[src/rtl/apb_ic_pkg.sv]
// Shared types and helpers for the APB bridge/interconnect.
package apb_ic_pkg;

  typedef enum logic [1:0] {
    IDLE   = 2'd0,
    SETUP  = 2'd1,
    ACCESS = 2'd2,
    RESP   = 2'd3
  } apb_ic_state_e;

  // Slave window index of a byte address; callers zero-extend to 32 bits.
  function automatic logic [31:0] idx_of(input logic [31:0] addr, input int unsigned shift);
    return addr >> shift;
  endfunction

endpackage

[src/rtl/apb_addr_decode.sv]
// Combinational address decoder: byte address -> completer index and hit flag.
module apb_addr_decode
  import apb_ic_pkg::*;
#(
  parameter int NSLV      = 6,
  parameter int AW        = 12,
  parameter int SLV_SHIFT = 8,
  localparam int IW       = (NSLV > 1) ? $clog2(NSLV) : 1
) (
  input  logic [AW-1:0] addr,
  output logic [IW-1:0] idx,
  output logic          hit
);

  logic [31:0] full_idx;

  if (AW > 32) begin : g_aw_chk
    $error("apb_addr_decode: AW must be <= 32");
  end

  assign full_idx = idx_of(32'(addr), SLV_SHIFT);
  assign hit      = (full_idx < 32'(NSLV));
  assign idx      = full_idx[IW-1:0];

endmodule

[src/rtl/apb_interconnect_n.sv]
// APB bridge: one requester port, NSLV completers, full SETUP/ACCESS protocol with
// wait states, PSLVERR, decode errors and an optional ACCESS timeout.
module apb_interconnect_n
  import apb_ic_pkg::*;
#(
  parameter int NSLV      = 6,
  parameter int AW        = 12,
  parameter int DW        = 32,
  parameter int SLV_SHIFT = 8,
  parameter int TIMEOUT   = 16
) (
  input  logic               clk,
  input  logic               rst,
  input  logic               req_valid,
  output logic               req_ready,
  input  logic               req_write,
  input  logic [AW-1:0]      req_addr,
  input  logic [DW-1:0]      req_wdata,
  input  logic [DW/8-1:0]    req_strb,
  output logic               rsp_valid,
  output logic [DW-1:0]      rsp_rdata,
  output logic               rsp_err,
  output logic [NSLV-1:0]    psel,
  output logic               penable,
  output logic               pwrite,
  output logic [AW-1:0]      paddr,
  output logic [DW-1:0]      pwdata,
  output logic [DW/8-1:0]    pstrb,
  input  logic [NSLV*DW-1:0] prdata,
  input  logic [NSLV-1:0]    pready,
  input  logic [NSLV-1:0]    pslverr
);

  localparam int IW = (NSLV > 1) ? $clog2(NSLV) : 1;
  localparam int TW = (TIMEOUT > 1) ? $clog2(TIMEOUT) : 1;
  localparam int SW = DW / 8;

  if ((64'd1 << (AW - SLV_SHIFT)) < 64'(NSLV)) begin : g_map_chk
    $error("apb_interconnect_n: address map too small for NSLV completers");
  end
  if (NSLV < 1 || NSLV > 16) begin : g_nslv_chk
    $error("apb_interconnect_n: NSLV must be 1..16");
  end
  if (DW % 8 != 0) begin : g_dw_chk
    $error("apb_interconnect_n: DW must be a multiple of 8");
  end

  apb_ic_state_e   state_q, state_d;
  logic [IW-1:0]   idx_q, idx_d;
  logic [TW-1:0]   wait_q, wait_d;
  logic            req_ready_q, req_ready_d;
  logic            rsp_valid_q, rsp_valid_d;
  logic [DW-1:0]   rsp_rdata_q, rsp_rdata_d;
  logic            rsp_err_q, rsp_err_d;
  logic [NSLV-1:0] psel_q, psel_d;
  logic            penable_q, penable_d;
  logic            pwrite_q, pwrite_d;
  logic [AW-1:0]   paddr_q, paddr_d;
  logic [DW-1:0]   pwdata_q, pwdata_d;
  logic [SW-1:0]   pstrb_q, pstrb_d;

  logic [IW-1:0]   dec_idx;
  logic            dec_hit;
  logic            sel_ready, sel_err, timed_out;
  logic [DW-1:0]   sel_rdata;

  apb_addr_decode #(
    .NSLV      (NSLV),
    .AW        (AW),
    .SLV_SHIFT (SLV_SHIFT)
  ) u_dec (
    .addr (req_addr),
    .idx  (dec_idx),
    .hit  (dec_hit)
  );

  // Only the selected completer's lane is looked at, so junk on idle lanes stays out.
  assign sel_ready = pready[idx_q];
  assign sel_err   = pslverr[idx_q];
  assign sel_rdata = prdata[idx_q*DW +: DW];
  assign timed_out = (TIMEOUT != 0) && (32'(wait_q) == 32'(TIMEOUT - 1));

  always_comb begin
    state_d     = state_q;
    idx_d       = idx_q;
    wait_d      = wait_q;
    req_ready_d = req_ready_q;
    rsp_valid_d = 1'b0;
    rsp_rdata_d = '0;
    rsp_err_d   = 1'b0;
    psel_d      = psel_q;
    penable_d   = penable_q;
    pwrite_d    = pwrite_q;
    paddr_d     = paddr_q;
    pwdata_d    = pwdata_q;
    pstrb_d     = pstrb_q;
    unique case (state_q)
      IDLE: begin
        if (req_valid) begin
          pwrite_d    = req_write;
          paddr_d     = req_addr;
          pwdata_d    = req_wdata;
          pstrb_d     = req_write ? req_strb : '0;
          idx_d       = dec_idx;
          wait_d      = '0;
          req_ready_d = 1'b0;
          if (dec_hit) begin
            state_d = SETUP;
            psel_d  = NSLV'(1) << dec_idx;
          end else begin
            state_d     = RESP;
            rsp_valid_d = 1'b1;
            rsp_err_d   = 1'b1;
          end
        end
      end
      SETUP: begin
        state_d   = ACCESS;
        penable_d = 1'b1;
      end
      ACCESS: begin
        if (sel_ready || timed_out) begin
          state_d     = RESP;
          psel_d      = '0;
          penable_d   = 1'b0;
          rsp_valid_d = 1'b1;
          rsp_err_d   = sel_ready ? sel_err : 1'b1;
          rsp_rdata_d = (sel_ready && !pwrite_q) ? sel_rdata : '0;
        end else begin
          wait_d = wait_q + TW'(1);
        end
      end
      RESP: begin
        state_d     = IDLE;
        req_ready_d = 1'b1;
      end
      default: begin
        state_d     = IDLE;
        req_ready_d = 1'b1;
        psel_d      = '0;
        penable_d   = 1'b0;
      end
    endcase
  end

  always_ff @(posedge clk) begin
    if (rst) begin
      state_q     <= IDLE;
      idx_q       <= '0;
      wait_q      <= '0;
      req_ready_q <= 1'b1;
      rsp_valid_q <= 1'b0;
      rsp_rdata_q <= '0;
      rsp_err_q   <= 1'b0;
      psel_q      <= '0;
      penable_q   <= 1'b0;
      pwrite_q    <= 1'b0;
      paddr_q     <= '0;
      pwdata_q    <= '0;
      pstrb_q     <= '0;
    end else begin
      state_q     <= state_d;
      idx_q       <= idx_d;
      wait_q      <= wait_d;
      req_ready_q <= req_ready_d;
      rsp_valid_q <= rsp_valid_d;
      rsp_rdata_q <= rsp_rdata_d;
      rsp_err_q   <= rsp_err_d;
      psel_q      <= psel_d;
      penable_q   <= penable_d;
      pwrite_q    <= pwrite_d;
      paddr_q     <= paddr_d;
      pwdata_q    <= pwdata_d;
      pstrb_q     <= pstrb_d;
    end
  end

  assign req_ready = req_ready_q;
  assign rsp_valid = rsp_valid_q;
  assign rsp_rdata = rsp_rdata_q;
  assign rsp_err   = rsp_err_q;
  assign psel      = psel_q;
  assign penable   = penable_q;
  assign pwrite    = pwrite_q;
  assign paddr     = paddr_q;
  assign pwdata    = pwdata_q;
  assign pstrb     = pstrb_q;

endmodule

[config.mk]
export PLATFORM = sky130hd
export DESIGN_NAME = apb_interconnect_n
export DESIGN_NICKNAME = d
export VERILOG_FILES = /design/src/rtl/apb_ic_pkg.sv /design/src/rtl/apb_addr_decode.sv /design/src/rtl/apb_interconnect_n.sv
export SDC_FILE = /design/constraint.sdc
export NUM_CORES = 1
export LEC_CHECK = 0
export ABC_CLOCK_PERIOD_IN_PS = 5300
export CAP_MARGIN = 20
export CELL_PAD_IN_SITES_DETAIL_PLACEMENT = 0
export CELL_PAD_IN_SITES_GLOBAL_PLACEMENT = 1
export CORE_AREA = 5 5 132 134
export CTS_CLUSTER_SIZE = 10
export DETAILED_ROUTE_END_ITERATION = 7
export DIE_AREA = 0 0 137 139
export DONT_BUFFER_PORTS = 1
export GPL_ROUTABILITY_DRIVEN = 0
export PLACE_DENSITY_LB_ADDON = 0.25
export SYNTH_ARGS = -nofsm -noshare
export SYNTH_HDL_FRONTEND = slang
export SYNTH_HIERARCHICAL = 1
export SYNTH_SLANG_ARGS = --single-unit
[constraint.sdc]
create_clock -name clk -period 5.3 [get_ports clk]
set_clock_uncertainty 0.15 [all_clocks]
set_input_delay 0.795 -clock clk [delete_from_list [all_inputs] [get_ports clk]]
set_output_delay 0.795 -clock clk [all_outputs]
set_load 0.1 [all_outputs]
# Yosys cells after proc, flatten, opt, wreduce, memory -nomap -nowiden
# Index checks and enable logic that the tools add are counted.
dict set report word_totals {
  register_bits 100
  latch_bits 0
  mem_bits_rw 0
  mem_bits_ro 0
  in_bits 256
  output_inout_bits 91
  word_cells 70
  memories 0
}
dict set report classes {
  n_addsub 1
  n_mul 0
  div 0
  magnitude_cmp 2
  n_eq_ne 8
  shift 2
  n_mux 27
  n_bitwise 3
  n_reduce_logical 14
}
# cell count
set ops {}
lappend ops {{indexed part select 192 x 9 -> 32 bit} 1}
lappend ops {{two-way mux 6 bit} 3}
lappend ops {{two-way mux 4 bit} 3}
lappend ops {{case mux 6 bit (2 select lines)} 1}
lappend ops {{two-way mux 1 bit} 9}
lappend ops {{!= test 2 bit (second input constant)} 4}
lappend ops {{case mux 1 bit (2 select lines)} 4}
lappend ops {{case mux 2 bit (4 select lines)} 1}
lappend ops {{case mux 4 bit (2 select lines)} 1}
lappend ops {{AND reduction 2 bit} 4}
lappend ops {{binary-select mux 1 bit (select 3 bit)} 2}
lappend ops {{two-way mux 2 bit} 3}
lappend ops {{nonzero test 2 bit} 3}
lappend ops {{left shift 1 x 3 -> 6 bit (first input constant)} 1}
lappend ops {{adder 4 x 1 -> 4 bit (second input constant)} 1}
lappend ops {{equality test 2 bit (second input constant)} 2}
lappend ops {{equality test 4 bit (second input constant)} 1}
lappend ops {{less-than comparator 3 x 4 -> 1 bit (second input constant)} 1}
lappend ops {{less-than comparator 4 x 3 -> 1 bit (second input constant)} 1}
lappend ops {{AND reduction 4 bit} 1}
lappend ops {{OR reduction 4 bit} 1}
lappend ops {{NOT 1 bit} 3}
lappend ops {{AND reduction 3 bit} 1}
lappend ops {{equality test 2 x 1 -> 1 bit (second input constant)} 1}
lappend ops {{4 further kinds} 4}

# Longest topological paths before layout
dict set report depth {
  depth_word 5
  mapped_depth 8
  mapped_depth_nobuf 6
}

# Hierarchy
# Netlist, hierarchy kept.
# module n_inst cells_each area_each_um2 seq_area_each_um2
set by_module_without_submodules {}
lappend by_module_without_submodules {apb_interconnect_n 1 523 4898.4 2001.9}
lappend by_module_without_submodules {apb_addr_decode 1 4 31.3 0.0}

# Worst setup path before layout
# Ideal clock, no wire load.
dict set report synth_timing {
  kind {input to register}
  from {in pready[2]}
  to {reg rsp_rdata_q[22], in the netlist rsp_rdata[22]}
  setup_time_ns 0.117
  arrival_time_ns 2.079
  slack_ns 2.954
  path_stages 6
  path_cell_list {mux2_1 > a222oi_1 > or4_1 > buf_2 > buf_2 > nor2_1}
}
dict set report synth_between {
  elab_chain_len 5
  elab_cells_between_ends 7
}
# element line
set synth_rtl {}
lappend synth_rtl {{start, declared} apb_interconnect_n.sv:30} ;# input logic [NSLV-1:0] pready,
lappend synth_rtl {{binary-select mux 1 bit (select 3 bit) *} apb_interconnect_n.sv:78} ;# assign sel_ready = pready[idx_q];
lappend synth_rtl {{two-way mux 1 bit (implied by the code) *} apb_interconnect_n.sv:78}
lappend synth_rtl {{logical AND 1 bit / logical OR 1 bit (equally long branches)} {apb_interconnect_n.sv:128, apb_interconnect_n.sv:122}}
lappend synth_rtl {{NOT 1 bit (no line)} -}
lappend synth_rtl {{OR reduction 4 bit (no line) *} -}
lappend synth_rtl {{end signal, assigned} apb_interconnect_n.sv:167} ;# rsp_rdata_q <= rsp_rdata_d;
lappend synth_rtl {{end, declared} apb_interconnect_n.sv:53} ;# logic [DW-1:0] rsp_rdata_q, rsp_rdata_d;
# Mark *: on every way between the ends. The rest lies on a longest branch, timed or not. The select of a mux whose other input is x is not followed.
# A chain may end at the register's enable or synchronous reset.

# Worst setup path after layout
dict set report layout_timing {
  from {reg idx_q[1]}
  to {reg rsp_rdata_q[10], in the netlist rsp_rdata[10]}
}
dict set report layout_between {
  elab_chain_len 5
  elab_cells_between_ends 8
}
# element line
set layout_rtl {}
lappend layout_rtl {{start, declared} apb_interconnect_n.sv:49} ;# logic [IW-1:0] idx_q, idx_d;
lappend layout_rtl {{start signal, assigned} apb_interconnect_n.sv:163} ;# idx_q <= idx_d;
lappend layout_rtl {{parallel branches: the longest is 5 deep, another holds indexed part select 192 x 9 -> 32 bit} -}
# Several ways; the timed one is not identified. The select of a mux whose other input is x is not followed.

==> impl_metrics.toml <==
[critical_path]
path_cells = "buf_4 > mux2_2 > a222oi_1 > buf_4 > or4_1 > buf_4 > nor2_1"
crit_top_cell = "buf_4"
cp-end-kind = "flip-flop"
slowest_delay_ns = 0.75
critPathMaxFanout = 37
critical_path_arrival_ns = 3.20
cp_data_required_time_ns = 5.38
slowest_stage = "or4_1"
path_delay_family = "buffers and inverters"
startpoint_type = "flip-flop"
crit_type = "flip-flop to flip-flop"
worst-path-buf-inv = 3

[synth]
synth_most_common_cell = "nand2_1"
synthFlopType = "dfxtp_1"
synth_area_per_cell_sq_um = 9.354
syn-cell-area_sq_um = 4930
synth_edf_count = 0
yosys_warnings = 6
synthArstFlopShare_pct = 0
netlist_instances = 527
synthesis.nets = 788
synth_area_leaders = "dfxtp_1 (41%), mux4_2 (15%), nand2_1 (8.7%)"
synth_seq_cells = 100
yosysUniqueCellTypes = 37
ys_seq_area_share_pct = 40.61
synth_top_area_share_pct = 40.61
synth.largest_area_cell = "dfxtp_1"
synthTopCellsByCount = "nand2_1 (114), dfxtp_1 (100), a21oi_1 (57), nor2_1 (41), mux2_2 (35)"

[power]
power_frac_comb_pct = 22.6
power_frac_seq_pct = 54.4
clkPwrFrac_pct = 23.0
power_mw = 2.944
p_int_mw = 1.509
p_switching_mw = 1.435
switching_share_pct = 48.74
power_density_nw_per_um2 = 544.7
power.leakage_nw = 1.820
peakVddDrop_mv = 0.2715

[timing]
fmax_mhz = 320.7
layout_min_cycle_time_ns = 3.118
setup-tns-final_ns = 0
holdWs_ns = 0.3537
finalSetupViolCount = 0
worst_pin_slew_ns = 1.056
fin_crit_sh_pct = 58.83
hold_viol_final = 0
rsz0062_at_grt = "false"
slew_violations = 0
layout_setup_ws_ns = 2.182
relSlewSlack_pct = 29.49

[die]
die_w_um = 137
rows = 47
die_h_um = 139
dieArea_sq_um = 19040
ios = 347
core_sq_um = 16170
start_util_pct = 30.48

[placement]
placed_cells = 707
place_ws_ns = 2.166
portBuffers = 0
hpwl_mm = 13.62

[clock_network]
numCtsBuffers = 9
cts_htree_levels = 3
path_clk_slew_ns = 0.08
cts_resized = 0
cts_tree = "yes"
postCtsSetupBuffers = 0
insertion_delay_ns = 0.34
clock_tree.buffer_depth = 2
cts-root-buf = "clkbuf_16"
ctsHoldBuffers = 0
cts_sinks = 100

[route]
route.detailed.drc = 0
post_drt_wl_per_cell_um = 24.06
first_iter_violations = 140
vias = 3999
ant_nets = 0
drt-pass1-iter-count = 4
routed_via_density = 5.501
routed_wl_mm = 17.49

[status]
status = "complete, no violations"

[global_routing]
grt_max_degree = 66
grt_pass1_wl_mm = 24.43
grt_pass1_vias = 3964
grt_use_total_pct = 17.10
gr-total-overflow = 0
antenna_found_initial = 4

[final_layout]
layout-drive-gt1-share_pct = 19.84
nFillCells = 1684
stdcell_count = 727
syn_to_final_growth_pct = 9.645
final_nets = 760

[run]
drv_cap = 0

[hold_path]
hold_path_class = "flip-flop to flip-flop"
## kinds of logic after synthesis
logic type      Yosys count  synth area share [%]
simple gates            180                 15.03
compound gates          118                 15.05
flops                   100                 40.61
mux                      69                 23.30
buf+inv                  55                 4.746
fa+ha+maj                 5                 1.269
## stage by stage
stage | instance area (sq um) | util [%]
floorplan | 4930 | -
global placement | 5065 | 31.32
detailed placement | 5065 | 31.32
CTS | 5378 | 33.25
global route | 5403 | 33.41
finish | 5405 | 33.42
## cells in the final DEF, fill, tap and decap left out, types with 2 or more instances in the layout
master	count
nand2_1	113
dfxtp_1	98
a21oi_1	57
nor2_1	41
mux2_2	35
mux4_2	33
a22oi_1	33
clkbuf_16	10
inv_1	8
nand3_1	8
a31oi_1	7
buf_4	7
a21o_1	6
ha_1	5
o21ai_0	4
diode_2	3
nand4b_1	3
nand2b_1	3
nor2b_1	2
o32ai_1	2
and3_1	2
inv_6	2
clkinv_4	2
## final cells by class
cell class | instances | area (sq um) | area share (%)
Multi-Input combinational cell | 372 | 2700 | 49.95
Sequential cell | 100 | 2007 | 37.13
Tap cell | 220 | 275.3 | 5.093
Clock buffer | 10 | 250.2 | 4.630
Timing Repair Buffer | 8 | 72.57 | 1.343
Clock inverter | 6 | 62.56 | 1.157
Inverter | 8 | 30.03 | 0.5556
Antenna cell | 3 | 7.507 | 0.1389
## worst paths after layout
| check | cells after the start | slack, ns | to | start |
|---|---|---|---|---|
| min reg2reg | 2 | 0.35 | idx_q[2]$_SDFFE_PP0P_ | idx_q[2]$_SDFFE_PP0P_ |
| min | 2 | 0.35 | idx_q[2]$_SDFFE_PP0P_ | idx_q[2]$_SDFFE_PP0P_ |
| max reg2reg | 7 | 2.18 | rsp_rdata[10]$_SDFF_PP0_ | idx_q[1]$_SDFFE_PP0P_ |
| max | 7 | 2.18 | rsp_rdata[10]$_SDFF_PP0_ | idx_q[1]$_SDFFE_PP0P_ |
## power groups by stage
stage | registers, mW | clock network [mW] | logic, mW
2_1_floorplan | 1.57 | 0 | 0.568
3_3_place_gp | 1.62 | 0 | 0.659
3_5_place_dp | 1.62 | 0 | 0.671
4_1_cts | 1.61 | 0.707 | 0.673
5_1_grt | 1.62 | 0.740 | 0.745
6_report | 1.60 | 0.677 | 0.665
## worst reg2reg max path: stages (launching register included)
cell      delay, ns
dfxtp_2        0.31
buf_4          0.44
mux2_2         0.44
a222oi_1       0.32
buf_4          0.25
or4_1          0.75
buf_4          0.29
nor2_1         0.05
## state kept, by name, summed over array words and instances (netlist names)
signal	flops
pwrite	1
rsp_rdata	32
paddr	12
state_q	2
pstrb	4
rsp_valid	1
wait_q	4
idx_q	3
psel	6
penable	1
req_ready	1
rsp_err	1
pwdata	32
## metal layers
layer	up-vias	GRT usage (%)	wire length, um	share of wire, %
met5	-	0	13	0.074
met1	1923	19.11	6559	38
li1	1826	-	-	-
met2	226	29.20	8787	50
met4	2	6.723	354	2.0
met3	22	6.386	1772	10
Power figures use the tool's default switching activity.
